File: src/rtl/hazard_defs.sv
// rtl/hazard_defs.sv - shared constants and helpers for the forwarding/hazard unit
package hazard_defs;

    // Select value meaning "read the operand from the register file"
    localparam int FWD_SEL_RF = 0;

    // Packed tracking entry layout: {rd, valid, wr, load}, load at bit 0
    localparam int ENT_LOAD_BIT  = 0;
    localparam int ENT_WR_BIT    = 1;
    localparam int ENT_VALID_BIT = 2;
    localparam int ENT_RD_LSB    = 3;

    function automatic int ent_w(input int reg_aw);
        return reg_aw + ENT_RD_LSB;
    endfunction

    // Select must encode 0 (regfile) plus stages 1..depth
    function automatic int sel_w(input int depth);
        int w;
        w = $clog2(depth + 1);
        return (w < 1) ? 1 : w;
    endfunction

endpackage

File: src/rtl/fwd_match_prio.sv
// rtl/fwd_match_prio.sv - youngest-match priority encoder for one source operand
module fwd_match_prio
    import hazard_defs::*;
#(
    parameter int REG_AW    = 5,
    parameter int FWD_DEPTH = 2,
    localparam int EW       = ent_w(REG_AW),
    localparam int SELW     = sel_w(FWD_DEPTH)
) (
    input  logic [REG_AW-1:0]       rs_i,
    input  logic                    used_i,
    input  logic [FWD_DEPTH*EW-1:0] ents_i,
    output logic                    hit_o,
    output logic [SELW-1:0]         idx_o,
    output logic                    load_o
);

    // Scan oldest to youngest so the smallest index overwrites older hits;
    // an X compare makes the if-condition false, yielding no match.
    always_comb begin
        hit_o  = 1'b0;
        idx_o  = '0;
        load_o = 1'b0;
        for (int j = FWD_DEPTH - 1; j >= 0; j--) begin
            if (used_i && (rs_i != '0)
                && ents_i[j*EW + ENT_VALID_BIT]
                && ents_i[j*EW + ENT_WR_BIT]
                && (ents_i[j*EW + ENT_RD_LSB +: REG_AW] == rs_i)) begin
                hit_o  = 1'b1;
                idx_o  = SELW'(j);
                load_o = ents_i[j*EW + ENT_LOAD_BIT];
            end
        end
    end

endmodule

File: src/rtl/fwd_hazard_unit.sv
// rtl/fwd_hazard_unit.sv - forwarding select and load-use stall generation
module fwd_hazard_unit
    import hazard_defs::*;
#(
    parameter int REG_AW    = 5,
    parameter int NUM_SRC   = 2,
    parameter int FWD_DEPTH = 2,
    parameter int LOAD_LAT  = 1,
    parameter int CNT_W     = 16,
    localparam int SELW     = sel_w(FWD_DEPTH)
) (
    input  logic                      clk,
    input  logic                      rst_n,
    input  logic                      hold,
    input  logic                      flush,
    input  logic                      id_valid,
    input  logic [NUM_SRC*REG_AW-1:0] id_rs,
    input  logic [NUM_SRC-1:0]        id_rs_used,
    input  logic [REG_AW-1:0]         id_rd,
    input  logic                      id_reg_write,
    input  logic                      id_is_load,
    output logic                      id_stall,
    output logic                      ex_valid,
    output logic [NUM_SRC*SELW-1:0]   ex_fwd_sel,
    output logic [CNT_W-1:0]          stall_count
);

    localparam int EW = ent_w(REG_AW);
    localparam logic [SELW-1:0] LOAD_LAT_W = SELW'(LOAD_LAT);

    // ent_q[0] is EX, ent_q[k] is post-EX stage k
    logic [EW-1:0]           ent_q [FWD_DEPTH+1];
    logic [EW-1:0]           ent_d;
    logic [FWD_DEPTH*EW-1:0] match_ents;
    logic [NUM_SRC*SELW-1:0] sel_d, sel_q;
    logic [NUM_SRC-1:0]      src_hit, src_load, src_early;
    logic [SELW-1:0]         src_idx [NUM_SRC];
    logic [CNT_W-1:0]        cnt_q;
    logic                    stall;

    // Only entries that will sit in stages 1..FWD_DEPTH next cycle can forward
    always_comb begin
        match_ents = '0;
        for (int j = 0; j < FWD_DEPTH; j++) begin
            match_ents[j*EW +: EW] = ent_q[j];
        end
    end

    for (genvar s = 0; s < NUM_SRC; s++) begin : g_src
        fwd_match_prio #(
            .REG_AW    (REG_AW),
            .FWD_DEPTH (FWD_DEPTH)
        ) u_match (
            .rs_i   (id_rs[s*REG_AW +: REG_AW]),
            .used_i (id_rs_used[s]),
            .ents_i (match_ents),
            .hit_o  (src_hit[s]),
            .idx_o  (src_idx[s]),
            .load_o (src_load[s])
        );
    end

    // Per-source select and "load not yet forwardable" detection
    always_comb begin
        sel_d     = '0;
        src_early = '0;
        for (int s = 0; s < NUM_SRC; s++) begin
            sel_d[s*SELW +: SELW] = src_hit[s] ? (src_idx[s] + SELW'(1))
                                               : SELW'(FWD_SEL_RF);
            src_early[s] = src_hit[s] & src_load[s] & (src_idx[s] < LOAD_LAT_W);
        end
        stall = id_valid & ~flush & (|src_early);
        ent_d = {id_rd, 1'b1, id_reg_write & (id_rd != '0), id_is_load};
    end

    // Advance the tracking pipe; flush kills the EX slot even while frozen
    always_ff @(posedge clk or negedge rst_n) begin
        if (!rst_n) begin
            for (int k = 0; k <= FWD_DEPTH; k++) ent_q[k] <= '0;
            sel_q <= '0;
        end else if (!hold) begin
            for (int k = 1; k <= FWD_DEPTH; k++) ent_q[k] <= ent_q[k-1];
            if (flush || stall || !id_valid) begin
                ent_q[0] <= '0;
                sel_q    <= '0;
            end else begin
                ent_q[0] <= ent_d;
                sel_q    <= sel_d;
            end
        end else if (flush) begin
            ent_q[0] <= '0;
            sel_q    <= '0;
        end
    end

    // Saturating count of cycles actually lost to load-use stalls
    always_ff @(posedge clk or negedge rst_n) begin
        if (!rst_n) begin
            cnt_q <= '0;
        end else if (stall && !hold && !flush && !(&cnt_q)) begin
            cnt_q <= cnt_q + CNT_W'(1);
        end
    end

    assign id_stall    = stall;
    assign ex_valid    = ent_q[0][ENT_VALID_BIT];
    assign ex_fwd_sel  = sel_q;
    assign stall_count = cnt_q;

endmodule

File: config.mk
export PLATFORM = sky130hd
export DESIGN_NAME = fwd_hazard_unit
export DESIGN_NICKNAME = d
export VERILOG_FILES = /design/src/rtl/hazard_defs.sv /design/src/rtl/fwd_match_prio.sv /design/src/rtl/fwd_hazard_unit.sv
export SDC_FILE = /design/constraint.sdc
export NUM_CORES = 1
export LEC_CHECK = 0
export CAP_MARGIN = 5
export CORE_MARGIN = 3
export CORE_UTILIZATION = 40
export DETAILED_ROUTE_END_ITERATION = 6
export DONT_BUFFER_PORTS = 1
export GPL_ROUTABILITY_DRIVEN = 0
export PLACE_DENSITY = 0.59
export SETUP_SLACK_MARGIN = 0.1
export SLEW_MARGIN = 5
export SYNTH_ARGS = -nofsm -noshare
export SYNTH_HDL_FRONTEND = slang
export SYNTH_SLANG_ARGS = --single-unit
File: constraint.sdc
create_clock -name clk -period 2.86 [get_ports clk]
set_input_delay 0.572 -clock clk [delete_from_list [all_inputs] [get_ports clk]]
set_output_delay 0.572 -clock clk [all_outputs]
set_load 0.005 [all_outputs]
Yosys cells after proc, flatten, opt, wreduce, memory -nomap -nowiden
Cells that the tools add are included.
{ "op_classes": {"add_sub_neg": 3, "order_cmp": 2, "eq_ne": 5, "muxes": 20, "n_bitwise": 8, "reduce_logical": 28} }
{ "ops": {"columns": ["op", "count"], "rows": [
  ["$mux 8", 3],
  ["$eq 5x5->1", 4],
  ["$logic_and 1x1->1", 17],
  ["$add 16x1->16 const B", 1],
  ["$reduce_and 16->1", 1],
  ["$reduce_bool 5->1", 3],
  ["$mux 1", 12],
  ["$mux 4", 3],
  ["$and 1x1->1", 7],
  ["$add 2x1->2 const B", 2],
  ["$logic_not 1->1", 4],
  ["$lt 2x1->1 const B", 2],
  ["$mux 2", 2],
  ["$logic_or 1x1->1", 2],
  ["$ne 2x1->1 const B", 1],
  ["$reduce_or 2->1", 1],
  ["$not 1->1", 1]
]} }
{ "totals": {"reg_bits": 36, "input_bits": 24, "out_inout_bits": 22, "elab_cells": 70} }

Depth between registers and ports, before layout
{ "depth": {"ltp_word": 15, "depth_mapped": 8, "ltp_nobuf": 7} }

Modules after synthesis
A second synthesis with hierarchy kept.
{ "hier_totals": {"hier_cells": 191, "hier_area_um2": 2084.5} }
{ "modules_own_cells": {"columns": ["module", "instances", "cells_each", "area_each_um2", "seq_area_each_um2"], "rows": [
  ["fwd_hazard_unit", 1, 131, 1644.1, 900.9],
  ["fwd_match_prio", 2, 30, 220.2, 0.0]
]} }

Worst setup path after synthesis
OpenSTA, ideal clock, no wires.
{ "synth_path": {"path_type": "input to output", "from": "in id_rs[1]", "to": "out id_stall", "arrival_time_ns": 1.655, "t_required_ns": 2.288, "setup_slack_ns": 0.633, "cell_stages": 5, "n_path_buf": 0, "path_cell_list": "or4_4 -> o21ai_4 -> nor4_4 -> o21ai_2 -> nor3b_1"} }
{ "synth_between": {"elab_chain_len": 11, "word_cells_on_any_way": 21, "classes_between": "order compare (1); eq/ne (2); mux (6); bitwise (3); reduce/logical (9)"} }
{ "synth_rtl": {"columns": ["item", "line_no", "source"], "rows": [
  ["start, declared", "fwd_hazard_unit.sv:17", "input logic [NUM_SRC*REG_AW-1:0] id_rs,"],
  ["$reduce_bool 5->1", "fwd_match_prio.sv:25", "if (used_i && (rs_i != '0)"],
  ["$logic_and 1x1->1", "fwd_match_prio.sv:25", null],
  ["$logic_and 1x1->1", "fwd_match_prio.sv:26", "&& ents_i[j*EW + ENT_VALID_BIT]"],
  ["$logic_and 1x1->1", "fwd_match_prio.sv:27", "&& ents_i[j*EW + ENT_WR_BIT]"],
  ["$logic_and 1x1->1", "fwd_match_prio.sv:28", "&& (ents_i[j*EW + ENT_RD_LSB +: REG_AW] == rs_i)) begin"],
  ["$mux 1 (2 in series)", "fwd_match_prio.sv:25", null],
  ["$lt 2x1->1 / $and 1x1->1 (equally long branches)", "fwd_hazard_unit.sv:70", "src_early[s] = src_hit[s] & src_load[s] & (src_idx[s] < LOAD_LAT_W);"],
  ["$and 1x1->1 (*)", "fwd_hazard_unit.sv:70", null],
  ["$reduce_or 2->1 (*)", "fwd_hazard_unit.sv:72", "stall = id_valid & ~flush & (|src_early);"],
  ["$and 1x1->1 (*)", "fwd_hazard_unit.sv:72", null],
  ["end, declared", "fwd_hazard_unit.sv:22", "output logic id_stall,"]
]} }
Mark *: on every way between the ends. The rest lies on a longest branch, timed or not.

Final worst setup path
{ "layout_path": {"from": "reg ent_q[23] in the netlist's numbering", "to": "out id_stall"} }
{ "layout_between": {"elab_chain_len": 7, "word_cells_on_any_way": 18, "classes_between": "order compare (2); eq/ne (2); mux (6); bitwise (5); reduce/logical (3)"} }
{ "layout_rtl": {"columns": ["item", "line_no", "source"], "rows": [
  ["start, declared", "fwd_hazard_unit.sv:32", "logic [EW-1:0] ent_q [FWD_DEPTH+1];"],
  ["$eq 5x5->1", "fwd_match_prio.sv:28", null],
  ["$logic_and 1x1->1", "fwd_match_prio.sv:28", null],
  ["$mux 1", "fwd_match_prio.sv:25", null],
  ["$lt 2x1->1 / $and 1x1->1 (equally long branches)", "fwd_hazard_unit.sv:70", null],
  ["$and 1x1->1", "fwd_hazard_unit.sv:70", null],
  ["$reduce_or 2->1 (*)", "fwd_hazard_unit.sv:72", null],
  ["$and 1x1->1 (*)", "fwd_hazard_unit.sv:72", null]
]} }
Marked as above.

==> results by group <==
Setup path
  – Worst r2r src: ent_q[23]$_DFFE_PN0P_
  – Crit start category: flop
  – CP Class: flop to output port
  – CP peak stage delay: 0.46 ns
  – Worst R2R End: stall_count[11]$_DFFE_PN0P_
  – R2R Setup Slk: ~0.55 ns
  – Worst Setup SP: ent_q[23]$_DFFE_PN0P_
  – Reg2Reg Depth: 6
  – Crit-path cells: xnor2_1 > nand4_1 > nor3_1 > o21ai_2 > nor3b_1
  – Worst path arrival time: 2.01 ns
  – CP max FO: 7
  – Crit. End Element: output port
  – CP max stage cell: dfrtp_1
  – Worst Path Required: 2.29 ns

Power and ir drop
  – Combinational share of power: 5.6%
  – Clock network fraction of total power: 47.6%
  – Leakage: 0.880 nW
  – Internal power: 885 uW
  – Total Power: around 1.1 mW
  – Net Sw Frac: 20.0%
  – Flop pwr share: 46.8%
  – Net switching power: 221 uW
  – Power per cell area: 552 mW/mm^2
  – Maximum VDD drop: 0.525 mV

Timing
  – Fin. Hold Viols: 0
  – Peak Freq: 387 MHz
  – Worst slew pin tran: just under 0.9 ns
  – Final Skew: between 0.005 and 0.006 ns
  – Count of pins over their slew limit: 0
  – RSZ-0062 raised after global routing: false
  – Setup TNS: 0 ns
  – Final setup viols: 0
  – Minimum clock period: 2.58 ns
  – Period utilisation layout: 90.3%
  – Max-slew headroom: 41.6%

Layout
  – Final Util: 47.8%
  – Most common cell after layout, fill and taps aside: dfrtp_1
  – Share of cells above drive strength 1: between 10% and 20%
  – Ant. Diodes: 0
  – Area Overhead vs Synth: 10.4%
  – NumNets Final: roughly 190
  – Most frequent cells in the layout: dfrtp_1 (35), xnor2_1 (18), xor2_1 (17)

Worst hold path
  – HP Class: input port to async pin

Clock network
  – CTS buffer count: 5
  – H-tree depth: 2
  – Worst-path clk slew: around 0.070 ns
  – CTS tree: done
  – CTS sink count: 35
  – Root buffer selected by CTS: clkbuf_8
  – Max Root-Sink Buffers: 2
  – Worst skew pair latency: 0.28 ns
  – Postcts setup bufs: 0

Global routing
  – Vias in the first global route: 1,329
  – First-pass GRT wire length: 6580 um
  – Pin count of the biggest net entering global routing: 36
  – Total gr overflow: 0
  – Initial antenna violation count: 0
  – Total GRT Usage: 16.2%

Routing
  – Drt via density: 5.85
  – Final wirelength: 3970 um
  – DRT Pass-1 Iters: 4
  – DRT iter0 DRCs: 77
  – Per-cell routed wire length: 18.6 um
  – DR vias: 1,251
  – Routed Antenna Nets: 0
  – DRC Markers: 0

Status
  – Status: finished, final reports clean

Floorplanning
  – Initial Utilization: 43.3%
  – Row cnt: 23
  – Core Box Area: ~0.0042 sq mm
  – I/O Pins: 46
  – Die width: 73.4 um
  – Floorplan die height: 73.4 um
  – Total die area: 0.00539 sq mm

Logic synthesis
  – Ys Warns: 0
  – #FFs+latches synth: 35
  – Seq/Total Area, Yosys: 48.2%
  – Number of enable flip-flop cells after synthesis: 0
  – Syn Nets: about 180
  – FFs w/ async S/R, synth: 100%
  – Netlist cell types: 38
  – Most used DFF post-synth: dfrtp_1
  – Post-Syn Area: about 0.0018 sq mm
  – Gate Count Post-Synth: about 160
  – Synth Area per Inst: 11.4 sq um

Job
  – # Max-Cap Violations: 0

Place
  – I/O Buffers: 0
  – Dpl hpwl: roughly 3000 um
[layer usage]
metal  global-route usage, %  up-vias  part of all wire (%)
li1                        -      576                     -
met1                    22.0      619                    44
met2                    23.3       48                    45
met3                    6.29        8                   8.7
met4                    6.04        0                   1.8
met5                       0        -                     0
[flip-flops by register name, summed over array words and instances (netlist names)]
| name | cells |
|---|---|
| ent_q | 14 |
| ex_fwd_sel | 4 |
| ex_valid | 1 |
| stall_count | 16 |
[cell families (layout without fill, tap and decap cells)]
group,after synthesis,in the layout,synth area share (%)
compound gates,19,19,8.95
xor+xnor,35,35,16.9
fa+ha+maj,1,1,0.688
buf+inv,7,12,2.27
flops,35,35,48.2
mux,8,8,4.96
simple gates,54,54,18.1
[per-stage QoR]
stage / setup slack (ns) / hold WS (ns) / area [sq um] / cells
after global placement: 0.459 / 0.277 / 1850 / 205
after CTS: 0.261 / 0.109 / 2010 / 214
after detailed placement: 0.407 / 0.277 / 1850 / 205
final: 0.276 / 0.111 / 2010 / 214
after floorplan: 0.633 / 0.276 / 1820 / 159
after global routing: 0.128 / 0.103 / 2010 / 214
[how the worst max path moves through the flow]
stage	to	slack (ns)	depth (start not counted)
6_report	id_stall	0.28	5
5_1_grt	id_stall	0.13	5
4_1_cts	id_stall	0.26	5
3_5_place_dp	stall_count[1]$_DFFE_PN0P_	0.41	5
3_3_place_gp	stall_count[1]$_DFFE_PN0P_	0.46	5
2_1_floorplan	id_stall	0.63	5
[area by class of cell]
class	instances	area, sq um
Multi-Input combinational cell	117	901
Timing Repair Buffer	1	20.0
Clock buffer	5	68.8
Tap cell	50	62.6
Inverter	3	11.3
Clock inverter	3	67.6
Sequential cell	35	876
Fill cell	380	2190
[synthesized netlist by cell type (2+ instances only)]
library cell	n	share of area [%]
a22o_1	8	3.9
buf_6	2	1.2
clkbuf_1	2	0.41
dfrtp_1	35	48
inv_1	3	0.62
mux2_2	7	4.3
nand2_1	7	1.4
nand3_1	8	2.2
nand4_1	6	2.1
nor2_1	8	1.7
nor3_1	5	1.4
nor3_2	3	1.7
nor4_1	3	1.0
o21ai_1	3	0.83
or4_1	3	1.2
xnor2_1	18	8.7
xor2_1	17	8.2
[critical path, delay by kind of cell, from the launching register on]
family | cells | cell delay, ns
AOI/OAI and AO/OA | 1 | 0.19
and+or+nand+nor | 3 | 0.89
DFF | 1 | 0.46
xor gates and xnor gates | 1 | 0.18
[what timing repair did]
action,in CTS,in global routing
endpoints found under the hold margin,35,0
hold buffers,1,0
gates resized for setup,0,0
[power by group through the flow]
stage	Sequential [mW]	Clock, mW	Combinational, mW
2_1_floorplan	0.523	0	0.0475
3_3_place_gp	0.527	0	0.0486
3_5_place_dp	0.527	0	0.0503
4_1_cts	0.518	0.545	0.0638
5_1_grt	0.519	0.567	0.0703
6_report	0.518	0.527	0.0622
(Power assumes the default switching activity.)
